`src/rtl/multi_seq.sv`:
```
// Sequential shift-add multiplier, one multiplier bit per cycle.
// Ports: clk, rst (sync, active-high), start, sign_mode, in1, in2 -> out (2W), busy, done.
module multi_seq #(
   parameter int W = 8
) (
   input  logic           clk,
   input  logic           rst,
   input  logic           start,
   input  logic           sign_mode,
   input  logic [W-1:0]   in1,
   input  logic [W-1:0]   in2,
   output logic [2*W-1:0] out,
   output logic           busy,
   output logic           done
);

   localparam int CW = (W > 2) ? $clog2(W) : 1;

   typedef enum logic [1:0] {
      IDLE,
      RUN,
      DONE
   } state_t;

   state_t         state;
   logic [CW-1:0]  cnt;
   logic [2*W-1:0] acc;
   logic [2*W-1:0] mcand;
   logic [W-1:0]   mplier;
   logic           neg;

   logic [W-1:0]   mag1;
   logic [W-1:0]   mag2;
   logic [2*W-1:0] acc_nxt;
   logic [2*W-1:0] prod;

   // Magnitudes: -2^(W-1) maps to 2^(W-1), still fits in W unsigned bits
   always_comb begin
      mag1 = in1;
      mag2 = in2;
      if (sign_mode && in1[W-1])
         mag1 = '0 - in1;
      if (sign_mode && in2[W-1])
         mag2 = '0 - in2;
   end

   // Last step's sum feeds the result directly so out lands on DONE entry
   always_comb begin
      acc_nxt = acc;
      if (mplier[0])
         acc_nxt = acc + mcand;
      prod = acc_nxt;
      if (neg)
         prod = '0 - acc_nxt;
   end

   always_ff @(posedge clk) begin
      if (rst) begin
         state  <= IDLE;
         out    <= '0;
         busy   <= 1'b0;
         done   <= 1'b0;
         cnt    <= '0;
         acc    <= '0;
         mcand  <= '0;
         mplier <= '0;
         neg    <= 1'b0;
      end else begin
         done <= 1'b0;
         unique case (state)
            IDLE: begin
               if (start) begin
                  mcand  <= {{W{1'b0}}, mag1};
                  mplier <= mag2;
                  neg    <= sign_mode & (in1[W-1] ^ in2[W-1]);
                  acc    <= '0;
                  cnt    <= '0;
                  busy   <= 1'b1;
                  state  <= RUN;
               end
            end
            RUN: begin
               acc    <= acc_nxt;
               mcand  <= mcand << 1;
               mplier <= mplier >> 1;
               cnt    <= cnt + CW'(1);
               if (cnt == CW'(W - 1)) begin
                  out   <= prod;
                  done  <= 1'b1;
                  state <= DONE;
               end
            end
            DONE: begin
               busy  <= 1'b0;
               state <= IDLE;
            end
            default: begin
               busy  <= 1'b0;
               state <= IDLE;
            end
         endcase
      end
   end

endmodule

```
`config.mk`:
```
export PLATFORM = sky130hd
export DESIGN_NAME = multi_seq
export DESIGN_NICKNAME = d
export VERILOG_FILES = /design/src/rtl/multi_seq.sv
export SDC_FILE = /design/constraint.sdc
export NUM_CORES = 1
export LEC_CHECK = 0
export BUFFER_PORTS_ARGS = -buffer_cell sky130_fd_sc_hd__buf_2
export CAP_MARGIN = 20
export CORE_UTILIZATION = 50
export DETAILED_ROUTE_END_ITERATION = 16
export GPL_ROUTABILITY_DRIVEN = 0
export PLACE_DENSITY = 0.78
export RECOVER_POWER = 100
export SYNTH_ARGS = -nofsm -noshare
export SYNTH_HDL_FRONTEND = slang
export SYNTH_SLANG_ARGS = --single-unit
```
`constraint.sdc`:
```
create_clock -name clk -period 3.2 [get_ports clk]
set_input_delay 0.96 -clock clk [delete_from_list [all_inputs] [get_ports clk]]
set_output_delay 0.96 -clock clk [all_outputs]
set_load 0.03 [all_outputs]
```
==> reports/results.ini <==
[clock_network]
cts.sinks = 64
clk_latency_ns = 0.36
cts_made_buffers = 9
cts_setup_buffers = 0
ctsRootBufferMaster = clkbuf_8
cts_hold_buf = 0
cts_resized = 0
cts_tree = yes
clk_pin_slew_ns = 0.08
cts_buffer_depth = 2
htreeDepth = 3

[cells_and_area]
syn2layout_area_growth_pct = 10.3
ff_latch_area_um2 = 1280
final_core_util_pct = 57.3
num_antenna_cells = 0
fin_nets = 617
postLayoutCellArea_um2 = 4730
multiInputGateArea_um2 = 2770
final.fill_count = 751
post_route_cells_drive_above_1_share_pct = 12.4

[min_path]
holdPathEnd = out[6]
hp-start = out[6]
hold_path.class = reg2reg
holdPathStages = 2

[floorplanning]
dieWidth_um = 94.6
coreArea_um2 = 8260
start_util_pct = 52.0
num_io_pins = 38
die_y_um = 94.6
rows = 33
dieArea_um2 = 8950

[setup_path]
r2r-start = acc[0]
r2r-end = out[11]
worstSetupPathType = reg2reg
ff2ff_path_depth = 10
end_kind = flop
required_ns = 3.47
critPathArrivalTime_ns = 3.29
cp_max_fo = 4
startpoint_type = flop
r2r_slack_ns = 0.18

[timing]
setup_viol = 0
fmax_mhz = 331
slew_viol_final = 0
tightest_slew_ns = 1.30
finalHoldViolCount = 0
final.setup.worst_slack_ns = 0.181
rsz0062_at_grt = false
skew_ns = 0.00652
slew_headroom_pct = 13.0
hold-worst-slack_ns = 0.452
setup_tns_ns = 0
fin_crit_ns = 3.02
period_share_pct = 94.4

[detailed_routing]
drtPass1Iterations = 4
drt_iter0_drc = 200
vias = 4233
drt-vias-per-instance = 6.17
wl_per_cell_um = 15.9
drc = 0
final_antenna_net_count = 0
routed_wl_mm = 10.9

[synthesis]
ys_seq_area_share_pct = 29.9
syn_avg_cell_area_um2 = 7.83
ys.warnings.count = 0
synthFlopType = dfxtp_1
syn_area_um2 = 4290
ys_seq_elements = 64
syn-num-nets = 589
synth_edf_count = 0
synth_cell_types = 78
async_flop_share_pct = 0
syn_inst = 548

[global_routing]
grt-ovfl-total = 0
grt_usage_pct = 25.4
grt_pass1_wl_mm = 18.0
grt_max_degree = 38
grt_pass1_vias = 3944
grt_antenna_before_repair = 0

[power]
powerDensity_nw_per_um2 = 416
total_leakage_power_uw = 0.00177
vdd_drop_max_uv = 212

[placement]
io_buffers = 37
place_area_um2 = 4510
place_ws_ns = 0.182
place_hpwl_mm = 7.87

[status]
status = complete, no violations

[flow_run]
max-cap-violations = 0

## how the worst max path moves through the flow
| stage | from | endpoint | slack [ns] | cells after the start |
|---|---|---|---|---|
| floorplan | acc[0] | out[11] | 0.43 | 10 |
| global placement | acc[0] | out[11] | 0.26 | 10 |
| detailed placement | acc[0] | out[11] | 0.18 | 10 |
| CTS | acc[0] | out[11] | 0.15 | 10 |
| global route | acc[0] | out[11] | 0.01 | 10 |
| finish | acc[0] | out[11] | 0.18 | 10 |
## stage by stage
stage | cells | power [µW]
after detailed placement | 670 | 1100
after global routing | 686 | 2040
final | 686 | 1970
after floorplan | 548 | 1030
after global placement | 670 | 1090
after CTS | 686 | 1980
## per-layer routing
| layer | share of wire, % | GRT usage [%] |
|---|---|---|
| met1 | 44 | 30.2 |
| met3 | 3.7 | 5.48 |
| met4 | 3.3 | 12.1 |
| met2 | 49 | 43.2 |
| met5 | 0 | 0 |
## where the power goes
part | leakage [µW] | switching, µW | internal (µW)
logic | 0.00113 | 166 | 84.5
registers | 0.000519 | 19.5 | 816
clock network | 0.000125 | 356 | 527
total | 0.00177 | 542 | 1430
## cells in the mapped netlist (3+ instances only)
cell / number / area [µm²]
and3_1: 3 / 18.8
mux2i_1: 6 / 60.1
xnor2_1: 9 / 78.8
nand3_1: 34 / 170
a211oi_1: 6 / 45.0
dfxtp_1: 64 / 1280
nand4_1: 5 / 31.3
clkbuf_8: 4 / 55.1
clkbuf_1: 22 / 82.6
or3_1: 4 / 25.0
ha_1: 20 / 250
nand2b_1: 5 / 31.3
a221o_1: 3 / 30.0
a21oi_1: 64 / 320
o31ai_1: 3 / 22.5
a22oi_1: 10 / 75.1
o211ai_1: 4 / 30.0
a221oi_1: 6 / 52.6
o21ai_1: 6 / 30.0
xor2_1: 10 / 87.6
nand2_1: 64 / 240
o21ai_0: 13 / 65.1
nor2b_1: 6 / 37.5
nand3b_1: 3 / 22.5
nor2_1: 47 / 176
and2_1: 4 / 25.0
nor3_1: 19 / 95.1
nor4_1: 4 / 25.0
nor3_2: 3 / 30.0
a31oi_1: 17 / 106
inv_1: 17 / 63.8
## cells in the final DEF, fill, tap and decap left out, types with 6 or more instances in the layout
master,n
a211oi_1,6
a21oi_1,64
a221oi_1,6
a22oi_1,10
a31oi_1,17
buf_2,18
buf_4,9
clkbuf_1,20
clkbuf_8,9
dfxtp_1,64
ha_1,20
inv_1,17
mux2i_1,6
nand2_1,64
nand3_1,34
nor2_1,48
nor2b_1,6
nor3_1,19
o21ai_0,16
xnor2_1,9
xor2_1,10
## final cells by class
class / instances / share of cell area (%)
tap: 105 / 2.78
clock buffer: 9 / 2.62
sequential: 64 / 27.1
clock inverter: 7 / 2.64
inverter: 17 / 1.35
multi-input combinational: 436 / 58.5
timing repair buffer: 48 / 5.02
## cells by family (layout without fill, tap and decap cells)
family	count (synthesis)	count (layout)	share of synthesized area, %
flops	64	64	29.9
fa+ha+maj	21	21	6.30
simple gates	224	224	26.6
compound gates	166	166	26.2
buf+inv	48	81	5.74
xor+xnor	19	19	3.88
mux	6	6	1.40
## state kept, by name, summed over array words and instances (netlist names)
| register | cells |
|---|---|
| out | 16 |
| mplier | 8 |
| busy | 1 |
| state | 2 |
| mcand | 16 |
| acc | 16 |
| neg | 1 |
| done | 1 |
| cnt | 3 |
## critical path: stages (launching register included)
cell	delay, ns
dfxtp_1	0.33
ha_1	0.26
fa_2	0.40
a211oi_4	0.32
o21ai_1	0.12
a311o_1	0.37
a31oi_4	0.23
nor4b_4	0.31
nand2_1	0.11
a211o_1	0.31
a31oi_1	0.15
(Power assumes the default switching activity.)
